File: src/rtl/mem_pkg.sv
// rtl/mem_pkg.sv - load/store encodings, bus size codes and FSM states for mem_access_ctrl
package mem_pkg;

    localparam logic [3:0] LD_NONE = 4'd0;
    localparam logic [3:0] LD_LB   = 4'd1;
    localparam logic [3:0] LD_LBU  = 4'd2;
    localparam logic [3:0] LD_LH   = 4'd3;
    localparam logic [3:0] LD_LHU  = 4'd4;
    localparam logic [3:0] LD_LW   = 4'd5;

    localparam logic [3:0] ST_NONE = 4'd0;
    localparam logic [3:0] ST_SB   = 4'd1;
    localparam logic [3:0] ST_SH   = 4'd2;
    localparam logic [3:0] ST_SW   = 4'd3;

    localparam logic [1:0] SZ_BYTE = 2'd0;
    localparam logic [1:0] SZ_HALF = 2'd1;
    localparam logic [1:0] SZ_WORD = 2'd2;

    typedef enum logic [1:0] {
        S_IDLE = 2'd0,
        S_REQ  = 2'd1,
        S_WAIT = 2'd2,
        S_DONE = 2'd3
    } state_t;

    function automatic logic [1:0] access_size(input logic [3:0] lt, input logic [3:0] st);
        if (st == ST_SB || lt == LD_LB || lt == LD_LBU)
            return SZ_BYTE;
        else if (st == ST_SH || lt == LD_LH || lt == LD_LHU)
            return SZ_HALF;
        else
            return SZ_WORD;
    endfunction

    function automatic logic misaligned(input logic [3:0] lt, input logic [3:0] st,
                                        input logic [1:0] a);
        logic [1:0] sz;
        sz = access_size(lt, st);
        if (sz == SZ_HALF)
            return a[0];
        else if (sz == SZ_WORD)
            return a != 2'b00;
        else
            return 1'b0;
    endfunction

endpackage

File: src/rtl/mem_access_ctrl_if.sv
// rtl/mem_access_ctrl_if.sv - SRAM-like data bus between mem_access_ctrl and memory
interface mem_access_ctrl_if;
    logic        data_req;
    logic        data_wr;
    logic [1:0]  data_size;
    logic [31:0] data_addr;
    logic [31:0] data_wdata;
    logic        data_addr_ok;
    logic        data_data_ok;
    logic [31:0] data_rdata;

    modport master (
        output data_req, data_wr, data_size, data_addr, data_wdata,
        input  data_addr_ok, data_data_ok, data_rdata
    );

    modport slave (
        input  data_req, data_wr, data_size, data_addr, data_wdata,
        output data_addr_ok, data_data_ok, data_rdata
    );
endinterface

File: src/rtl/mem_access_ctrl_load_align.sv
// rtl/mem_access_ctrl_load_align.sv - lane extract and sign/zero extend of read data
module load_align
    import mem_pkg::*;
(
    input  logic [31:0] rdata,
    input  logic [1:0]  a,
    input  logic [3:0]  load_type,
    output logic [31:0] value
);
    logic [7:0]  b;
    logic [15:0] h;

    always_comb begin
        b = rdata[{a, 3'b000} +: 8];
        h = rdata[{a[1], 4'b0000} +: 16];
        case (load_type)
            LD_LB:   value = {{24{b[7]}}, b};
            LD_LBU:  value = {24'b0, b};
            LD_LH:   value = {{16{h[15]}}, h};
            LD_LHU:  value = {16'b0, h};
            default: value = rdata;
        endcase
    end
endmodule

File: src/rtl/mem_access_ctrl.sv
// rtl/mem_access_ctrl.sv - MEM-stage data-bus master; MEM_ADDR_EXC_EN enables misalignment exceptions
module mem_access_ctrl
    import mem_pkg::*;
(
    input  logic              clk,
    input  logic              rst,
    input  logic              mem_valid,
    input  logic              exc_in,
    input  logic              flush,
    input  logic [3:0]        load_type,
    input  logic [3:0]        store_type,
    input  logic [31:0]       addr,
    input  logic [31:0]       wdata,
    mem_access_ctrl_if.master bus,
    output logic              stall_req,
    output logic              load_valid,
    output logic [31:0]       load_result,
    output logic              adel,
    output logic              ades
);
    state_t      state, state_next;
    logic        killed, killed_next;
    logic [31:0] lat_addr, lat_wdata;
    logic [3:0]  lat_ltype;
    logic        lat_wr;
    logic [1:0]  lat_size;
    logic        is_load, is_store, addr_err, start, req, capture;
    logic [31:0] aligned, wdata_rep;

    assign is_load  = load_type != LD_NONE;
    assign is_store = store_type != ST_NONE;

`ifdef MEM_ADDR_EXC_EN
    assign addr_err = misaligned(load_type, store_type, addr[1:0]);
    assign adel     = mem_valid & addr_err & is_load;
    assign ades     = mem_valid & addr_err & is_store;
`else
    assign addr_err = 1'b0;
    assign adel     = 1'b0;
    assign ades     = 1'b0;
`endif

    assign start = mem_valid & (is_load | is_store) & ~exc_in & ~flush & ~addr_err;

    always_comb begin
        case (store_type)
            ST_SB:   wdata_rep = {4{wdata[7:0]}};
            ST_SH:   wdata_rep = {2{wdata[15:0]}};
            default: wdata_rep = wdata;
        endcase
    end

    // A flush coinciding with the response is treated like an earlier kill.
    always_comb begin
        state_next  = state;
        killed_next = killed;
        stall_req   = 1'b0;
        req         = 1'b0;
        capture     = 1'b0;
        case (state)
            S_IDLE: begin
                stall_req = start;
                if (start)
                    state_next = S_REQ;
            end
            S_REQ: begin
                req       = 1'b1;
                stall_req = 1'b1;
                if (bus.data_addr_ok) begin
                    if (bus.data_data_ok) begin
                        capture    = ~flush;
                        state_next = flush ? S_IDLE : S_DONE;
                    end else begin
                        state_next  = S_WAIT;
                        killed_next = flush;
                    end
                end else if (flush) begin
                    state_next = S_IDLE;
                end
            end
            S_WAIT: begin
                stall_req = 1'b1;
                if (bus.data_data_ok) begin
                    capture     = ~(killed | flush);
                    state_next  = (killed | flush) ? S_IDLE : S_DONE;
                    killed_next = 1'b0;
                end else if (flush) begin
                    killed_next = 1'b1;
                end
            end
            S_DONE: begin
                state_next = S_IDLE;
            end
            default: state_next = S_IDLE;
        endcase
    end

    always_ff @(posedge clk) begin
        if (rst) begin
            state       <= S_IDLE;
            killed      <= 1'b0;
            lat_addr    <= 32'b0;
            lat_wdata   <= 32'b0;
            lat_ltype   <= LD_NONE;
            lat_wr      <= 1'b0;
            lat_size    <= 2'b0;
            load_result <= 32'b0;
        end else begin
            state  <= state_next;
            killed <= killed_next;
            if (state == S_IDLE && start) begin
                lat_addr  <= addr;
                lat_wdata <= wdata_rep;
                lat_ltype <= is_store ? LD_NONE : load_type;
                lat_wr    <= is_store;
                lat_size  <= access_size(load_type, store_type);
            end
            if (capture && lat_ltype != LD_NONE)
                load_result <= aligned;
        end
    end

    load_align u_load_align (
        .rdata     (bus.data_rdata),
        .a         (lat_addr[1:0]),
        .load_type (lat_ltype),
        .value     (aligned)
    );

    assign bus.data_req   = req;
    assign bus.data_wr    = lat_wr;
    assign bus.data_size  = lat_size;
    assign bus.data_addr  = lat_addr;
    assign bus.data_wdata = lat_wdata;
    assign load_valid     = (state == S_DONE) && (lat_ltype != LD_NONE);
endmodule

File: src/flat_wrapper.sv
// flat-port wrapper written by rule: the top's interface ports become plain ports
module mem_access_ctrl_flat import mem_pkg::*;
  (clk, rst, mem_valid, exc_in, flush, load_type, store_type, addr, wdata, stall_req, load_valid, load_result, adel, ades, bus_data_req, bus_data_wr, bus_data_size, bus_data_addr, bus_data_wdata, bus_data_addr_ok, bus_data_data_ok, bus_data_rdata);
  mem_access_ctrl_if bus_i ();
  input  logic clk;
  input  logic rst;
  input  logic mem_valid;
  input  logic exc_in;
  input  logic flush;
  input  logic [3:0] load_type;
  input  logic [3:0] store_type;
  input  logic [31:0] addr;
  input  logic [31:0] wdata;
  output logic stall_req;
  output logic load_valid;
  output logic [31:0] load_result;
  output logic adel;
  output logic ades;
  output wire logic [$bits(bus_i.data_req)-1:0] bus_data_req;
  output wire logic [$bits(bus_i.data_wr)-1:0] bus_data_wr;
  output wire logic [$bits(bus_i.data_size)-1:0] bus_data_size;
  output wire logic [$bits(bus_i.data_addr)-1:0] bus_data_addr;
  output wire logic [$bits(bus_i.data_wdata)-1:0] bus_data_wdata;
  input wire logic [$bits(bus_i.data_addr_ok)-1:0] bus_data_addr_ok;
  input wire logic [$bits(bus_i.data_data_ok)-1:0] bus_data_data_ok;
  input wire logic [$bits(bus_i.data_rdata)-1:0] bus_data_rdata;
  assign bus_data_req = bus_i.data_req;
  assign bus_data_wr = bus_i.data_wr;
  assign bus_data_size = bus_i.data_size;
  assign bus_data_addr = bus_i.data_addr;
  assign bus_data_wdata = bus_i.data_wdata;
  assign bus_i.data_addr_ok = bus_data_addr_ok;
  assign bus_i.data_data_ok = bus_data_data_ok;
  assign bus_i.data_rdata = bus_data_rdata;
  mem_access_ctrl u_core (.clk(clk), .rst(rst), .mem_valid(mem_valid), .exc_in(exc_in), .flush(flush), .load_type(load_type), .store_type(store_type), .addr(addr), .wdata(wdata), .bus(bus_i), .stall_req(stall_req), .load_valid(load_valid), .load_result(load_result), .adel(adel), .ades(ades));
endmodule
File: config.mk
export PLATFORM = sky130hd
export DESIGN_NAME = mem_access_ctrl_flat
export DESIGN_NICKNAME = d
export VERILOG_FILES = /design/src/rtl/mem_pkg.sv /design/src/rtl/mem_access_ctrl_if.sv /design/src/rtl/mem_access_ctrl_load_align.sv /design/src/rtl/mem_access_ctrl.sv /design/src/flat_wrapper.sv
export SDC_FILE = /design/constraint.sdc
export NUM_CORES = 1
export LEC_CHECK = 0
export ABC_AREA = 1
export ABC_CLOCK_PERIOD_IN_PS = 3200
export CAP_MARGIN = 30
export CORE_MARGIN = 5
export CORE_UTILIZATION = 41
export CTS_BUF_LIST = sky130_fd_sc_hd__clkbuf_8
export CTS_CLUSTER_SIZE = 12
export DETAILED_ROUTE_END_ITERATION = 16
export GPL_ROUTABILITY_DRIVEN = 0
export GPL_TIMING_DRIVEN = 0
export PLACE_DENSITY = 0.79
export SYNTH_ARGS = -nofsm -noshare
export SYNTH_HDL_FRONTEND = slang
export SYNTH_SLANG_ARGS = --single-unit
File: constraint.sdc
create_clock -name clk -period 3.2 [get_ports clk]
set_input_delay 0.64 -clock clk [delete_from_list [all_inputs] [get_ports clk]]
set_output_delay 0.64 -clock clk [all_outputs]
set_load 0.02 [all_outputs]
==> results of run 1 <==
[metal layers]
layer	global-route usage [%]	vias to the layer above
li1	-	2892
met1	27.8	2521
met2	36.7	237
met3	10.2	38
met4	11.8	0
met5	0	-
[final cells by class]
| cell class | count | area [µm²] | area share [%] |
|---|---|---|---|
| inverter | 57 | 216 | 2.79 |
| tap | 172 | 215 | 2.77 |
| antenna | 1 | 2.50 | 0.0323 |
| multi-input combinational | 542 | 2590 | 33.5 |
| clock buffer | 9 | 124 | 1.60 |
| clock inverter | 7 | 101 | 1.31 |
| sequential | 106 | 2120 | 27.4 |
| buffer | 46 | 263 | 3.39 |
| timing repair buffer | 212 | 2120 | 27.3 |
[cell usage after synthesis]
cell type / instances
nand2_1: 142
o21ai_0: 131
nor2_1: 109
dfxtp_1: 106
a21oi_1: 67
inv_1: 49
nand3_1: 24
clkbuf_1: 22
buf_2: 12
a21oi_2: 10
o22ai_1: 9
o21ai_1: 8
a21o_1: 7
inv_2: 7
nor2_2: 7
ha_1: 5
buf_4: 4
buf_6: 4
nand2_2: 4
clkbuf_2: 3
nand2_4: 3
nand3b_1: 3
nand3_2: 2
nor2_4: 2
o21ai_2: 2
a22oi_1: 1
buf_12: 1
buf_8: 1
conb_1: 1
inv_4: 1
nand4_1: 1
nor2_8: 1
o211ai_1: 1
or2_4: 1
[flip-flops by register name (all words and copies together) (netlist names)]
signal,count
u_core.bus.data_addr,32
u_core.bus.data_size,2
u_core.bus.data_wdata,32
u_core.bus.data_wr,1
u_core.killed,1
u_core.lat_ltype,4
u_core.load_result,32
u_core.state,2
[path summary, 6_finish.rpt]
check	to	depth (start not counted)	slack, ns	start
min	u_core.killed	2	0.48	u_core.killed
max reg2reg	u_core.load_result[13]	12	1.31	u_core.state[1]
min reg2reg	u_core.killed	2	0.48	u_core.killed
max	stall_req	8	0.17	store_type[3]
[what timing repair did]
action,CTS,global route
setup endpoints to repair,1,0
buffers inserted,1,0
gates resized for setup,1,0
[cells by family after synthesis]
logic type,count (synthesis)
and+or+nand+nor,299
AOI/OAI and AO/OA,236
DFF,106
buffers and inverters,104
adders and majority gates,5
other,1
[power groups by stage]
stage                     clock network (mW)  logic, mW  registers, mW
after floorplan                            0      0.401           1.60
after global placement                     0      0.969           1.50
after detailed placement                   0      0.975           1.50
after CTS                              0.965      0.977           1.47
after global routing                    1.03       1.07           1.48
final                                  0.948      0.970           1.47
[per-stage QoR]
stage | power, mW | util [%] | hold slack [ns] | setup slack [ns] | cells
after floorplan | 2.00 | - | 0.444 | 0.892 | 752
after global placement | 2.47 | 60.1 | 0.455 | -0.444 | 1135
after detailed placement | 2.47 | 60.1 | 0.458 | -0.449 | 1135
after CTS | 3.41 | 62.0 | 0.474 | 0.114 | 1151
after global routing | 3.58 | 62.0 | 0.491 | 0.0571 | 1152
final | 3.39 | 62.0 | 0.477 | 0.169 | 1152
[critical path, cell delays in order]
cell	delay [ns]
clkdlybuf4s50_1	0.45
nor2_2	0.21
nand3_1	0.16
o21ai_2	0.22
nor2_4	0.08
inv_4	0.18
a21oi_1	0.11
dlygate4sd2_1	0.34
[cells in the final DEF, fill, tap and decap left out, types with 5 or more instances in the layout]
cell / instances
o22ai_1: 9
ha_1: 5
o21ai_0: 131
buf_2: 11
clkdlybuf4s50_1: 210
nor2_1: 109
dfxtp_1: 106
nor2_2: 7
a21o_1: 7
buf_4: 5
o21ai_1: 8
clkbuf_1: 22
a21oi_2: 10
nand3_1: 24
nand2_1: 142
inv_2: 7
inv_1: 49
a21oi_1: 67
clkbuf_8: 9
==> results.md, run 1 <==
* Synth Area in Simple Gates at 24.3%
* Max clock buf depth at 2
* Core area at 0.0125 mm²
* Vias post-DR at 5688
* Latest clock arrival within the worst-skew pair at 0.39 ns
* Crit path required time at roughly 2.6 ns
* Cell Rows at 41
* Vias in the first global route at roughly 5500
* Initial antenna violation count at 1
* Number of routed nets with antenna violations at 0
* Part of the power in registers at 43.4%
* IO buf count at 211
* Post-Syn Instances at 751
* Worst EP arrival at 2.39 ns
* Crit Path Max Fanout at 19
* Post-synthesis compound-gate area fraction at 24.2%
* Die area at 0.0150 mm²
* Comb pwr share at 28.6%
* Mapped Area at 0.00520 mm²
* CTS clock-pin slew for the worst setup and hold paths at 0.10 ns
* Unrepaired setup endpoints after global routing: false
* Die height at between 100 and 150 µm
* Starting Density at between 40 and 50%
* M1 WL at between 7000 and 8000 µm
* Outcome: finished, final reports clean
* Switching share of power at 32.1%
* CTS H-tree lvls at 3
* Pwr Density at 437 mW/mm²
* Power Internal at 2.30 mW
* Synth cell types at 34
* Largest net degree at the start of global routing at 20
* Layout fillers at 1174
* Synthesized area per cell at 6.92 µm²
* Met3 wire length at around 2100 µm
* DPL Wire Length at 14000 µm
* Yosys reg bits at 106
* Placed Area at 0.00753 mm²
* Switching pwr at 1.09 mW
* Clk sinks at ~110
* Mux cell area share after synthesis at 0%
* CTS Hold Bufs at 0
* Total Wirelength at 17900 µm
* Synth area leader: dfxtp_1
* Overflow after GRT at 0
* Post-synthesis xor/xnor area fraction at 0%
* Synth top area share at 40.8%
* Root buffer cell: clkbuf_8
* Worst hold path class: flop to flop
* Final max-slew violation count at 0
* Max-Cap Viols at 0
* Met2 WL post-DR at 7750 µm
* First-pass GRT wire length at 27500 µm
* Clk network pwr share at 28.0%
* Post-Synth Adder-Cell Area at 1.20%
* F_max at 330 MHz
* Drt pass-1 iters at 5
* Synth area leaders: dfxtp_1 (41%), o21ai_0 (13%), nand2_1 (10%)
* Nets at approximately 1100
* LEAKAGE at 3.31 nW
* Yosys warnings at 0
* Final period utilization at 94.7%
* WS Path Type: primary input to output pin
* Wire per inst at 15.5 µm
* Fin. Hold Viols at 0
* Clock Skew at 0.0115 ns
* Drt drc at 0
* Min Tclk post-route at 3.03 ns
* Layout cell share with drive strength beyond 1 at 8.27%
* Iteration-0 DRC Markers at between 400 and 500
* Layout overhead on the synthesized area at 49.3%
* Worst setup SP type: primary input
* Sequential fraction of the synthesis area at 40.8%
* Setup violations, final at 0
* Crit. End Element: output pin
* Num ports at 215
* TritonCTS buffer count at 9
* VDD IR max at 349 µV
* Setup TNS at 0 ns
* Final instance area at between 0.007 and 0.008 mm²
* GRT Overall Usage at 23.6%
* Top layer in use: met4
* DIE WIDTH at 123 µm
* Combinational family with the most area after synthesis: simple AND/OR/NAND/NOR gates
* Via-to-Cell Ratio at 4.94
* CTS tree: done
(Power assumes the default switching activity.)
==> run 2: changes to the inputs <==
--- a/config.mk
+++ b/config.mk
@@ -14,7 +14,6 @@
 export CTS_CLUSTER_SIZE = 12
 export DETAILED_ROUTE_END_ITERATION = 16
 export GPL_ROUTABILITY_DRIVEN = 0
-export GPL_TIMING_DRIVEN = 0
 export PLACE_DENSITY = 0.79
 export SYNTH_ARGS = -nofsm -noshare
 export SYNTH_HDL_FRONTEND = slang
==> run 2 against run 1 <==
Effect of this change: combinational power down 2%; sequential share of layout area rose by 0.77 points; cell area down 2.7%; clock skew about the same; critical endpoint unchanged; largest power group unchanged.
==> results.md, run 2 (same netlist as run 1, synthesis figures left out) <==
* First-pass GRT wire length at 26500 µm (was 27500 µm)
* Worst hold path class: flop to flop (unchanged)
* Setup TNS at 0 ns (unchanged)
* TritonCTS buffer count at 9 (unchanged)
* Post-CTS setup buffers at 0 (was 1)
* Slew margin rel. at 45.4%
* Worst EP arrival at 2.44 ns (was 2.39 ns)
* Cell Rows at 41 (unchanged)
* Final max-slew violation count at 0 (unchanged)
* Worst-Margin Slew at 0.819 ns
* ANT cells at 0 (was 1)
* CTS Hold Bufs at 0 (unchanged)
* Setup violations, final at 0 (unchanged)
* Footprint of the multi-input gates at 0.00259 mm² (unchanged)
* DPL Wire Length at 12700 µm (was 14000 µm)
* Nets at 1056 (was 1090)
* Resized cells post-CTS at 0 (was 1)
* Final period utilization at 96.4% (was 94.7%)
* Fin cells at 1117 (was 1152)
* Core area at 0.0125 mm² (unchanged)
* Clock Skew at 0.0117 ns (was 0.0115 ns)
* Layout fillers at 1186 (was 1174)
* Final core utilization at 60.3% (was 62.0%)
* DIE WIDTH at 123 µm (unchanged)
* Vias post-DR at 5514 (was 5688)
* GRT Overall Usage at 22.5% (was 23.6%)
* Wire per inst at 15.3 µm (was 15.5 µm)
* Via-to-Cell Ratio at 4.94 (about the same)
* LEAKAGE at 3.21 nW (was 3.31 nW)
* Pwr Density at 422 mW/mm² (was 437 mW/mm²)
* Drt pass-1 iters at 4 (was 5)
* Layout overhead on the synthesized area at 45.2% (was 49.3%)
* Die height at 123 µm (unchanged)
* Area occupied by registers at 0.00212 mm² (unchanged)
* Num ports at 215 (unchanged)
* Die area at 0.0150 mm² (unchanged)
* Root buffer cell: clkbuf_8 (unchanged)
* Most frequent cells in the layout: clkdlybuf4s50_1 (212), nand2_1 (142), o21ai_0 (131) (was clkdlybuf4s50_1 (210), nand2_1 (142), o21ai_0 (131))
* Register-to-register setup slack at 1.14 ns (was 1.31 ns)
* WS Path Type: primary input to output pin (unchanged)
* CTS tree: done (unchanged)
* Starting Density at 41.5% (unchanged)
* Outcome: finished, final reports clean (unchanged)
* Iteration-0 DRC Markers at 415 (was 445)
* Largest net degree at the start of global routing at 98 (was 20)
* Latest clock arrival within the worst-skew pair at 0.39 ns (about the same)
* Initial antenna violation count at 0 (was 1)
* IO buf count at 212 (was 211)
* Drt drc at 0 (unchanged)
* Crit Path Max Fanout at 4 (was 19)
* Worst setup SP type: primary input (unchanged)
* Inst Count DP at 1101 (was 1135)
* Vias in the first global route at 5166 (was 5468)
* VDD IR max at 391 µV (was 349 µV)
* F_max at 324 MHz (was 330 MHz)
* Min Tclk post-route at 3.08 ns (was 3.03 ns)
* Max clock buf depth at 2 (unchanged)
* Crit path required time at 2.56 ns (about the same)
* CTS clock-pin slew for the worst setup and hold paths at 0.09 ns (was 0.10 ns)
* Total Wirelength at 17000 µm (was 17900 µm)
* Overflow after GRT at 0 (unchanged)
* Number of routed nets with antenna violations at 0 (unchanged)
* Crit. End Element: output pin (unchanged)
* Layout cell share with drive strength beyond 1 at 6.98% (was 8.27%)
* Clk sinks at 106 (unchanged)
* Commonest non-fill, non-tap cell in the layout: clkdlybuf4s50_1 (unchanged)
* Fin. Hold Viols at 0 (unchanged)
* Max-Cap Viols at 0 (unchanged)
* CTS H-tree lvls at 3 (unchanged)
* Unrepaired setup endpoints after global routing: false (unchanged)
-- run 2: area by class of cell --
class                           count  area share, %
Multi-Input combinational cell    542           34.4
Timing Repair Buffer              224           29.5
Sequential cell                   106           28.1
Inverter                           57           2.87
Tap cell                          172           2.85
Clock buffer                       10           1.82
Clock inverter                      6          0.448
-- run 2: worst max-delay path, cell delays in order --
cell	delay [ns]
clkdlybuf4s50_1	0.53
nor2_1	0.09
nand2_1	0.13
o21ai_2	0.10
nor2_4	0.12
inv_4	0.04
a21oi_1	0.15
clkdlybuf4s50_1	0.64
-- run 2: layer usage --
metal,track usage (%),up-vias,wire (µm)
met1,28.1,2458,7290
met4,8.54,0,365
met3,9.86,22,1990
li1,-,2821,-
met2,34.3,213,7400
met5,0,-,0
-- run 2: through the flow --
step | instance area, µm² | power, mW | setup slack, ns | hold slack (ns)
after floorplan | 5200 | 2.00 | 0.892 | 0.444
after global placement | 7370 | 2.44 | 0.198 | 0.451
after detailed placement | 7370 | 2.44 | 0.137 | 0.458
after CTS | 7540 | 3.21 | 0.121 | 0.471
after global routing | 7540 | 3.36 | 0.0238 | 0.497
final | 7540 | 3.18 | 0.116 | 0.471
-- run 2: report_power, final --
part	internal, mW	switching [mW]
sequential	1.42	0.0502
clock	0.300	0.465
combinational	0.427	0.524
total	2.14	1.04
-- run 2: final timing paths --
| kind | cells after the start | from | endpoint |
|---|---|---|---|
| hold / removal | 2 | u_core.killed | u_core.killed |
| setup / recovery | 8 | load_type[0] | stall_req |
| setup reg to reg | 12 | u_core.state[1] | u_core.load_result[5] |
| hold reg to reg | 2 | u_core.killed | u_core.killed |
==> run 3: changes to the inputs <==
--- a/config.mk
+++ b/config.mk
@@ -15,6 +15,7 @@
 export DETAILED_ROUTE_END_ITERATION = 16
 export GPL_ROUTABILITY_DRIVEN = 0
 export PLACE_DENSITY = 0.79
+export SLEW_MARGIN = 10
 export SYNTH_ARGS = -nofsm -noshare
 export SYNTH_HDL_FRONTEND = slang
 export SYNTH_SLANG_ARGS = --single-unit
==> results of run 3 <==
Same layout as run 2: the final DEF is identical, and so are final timing and power.
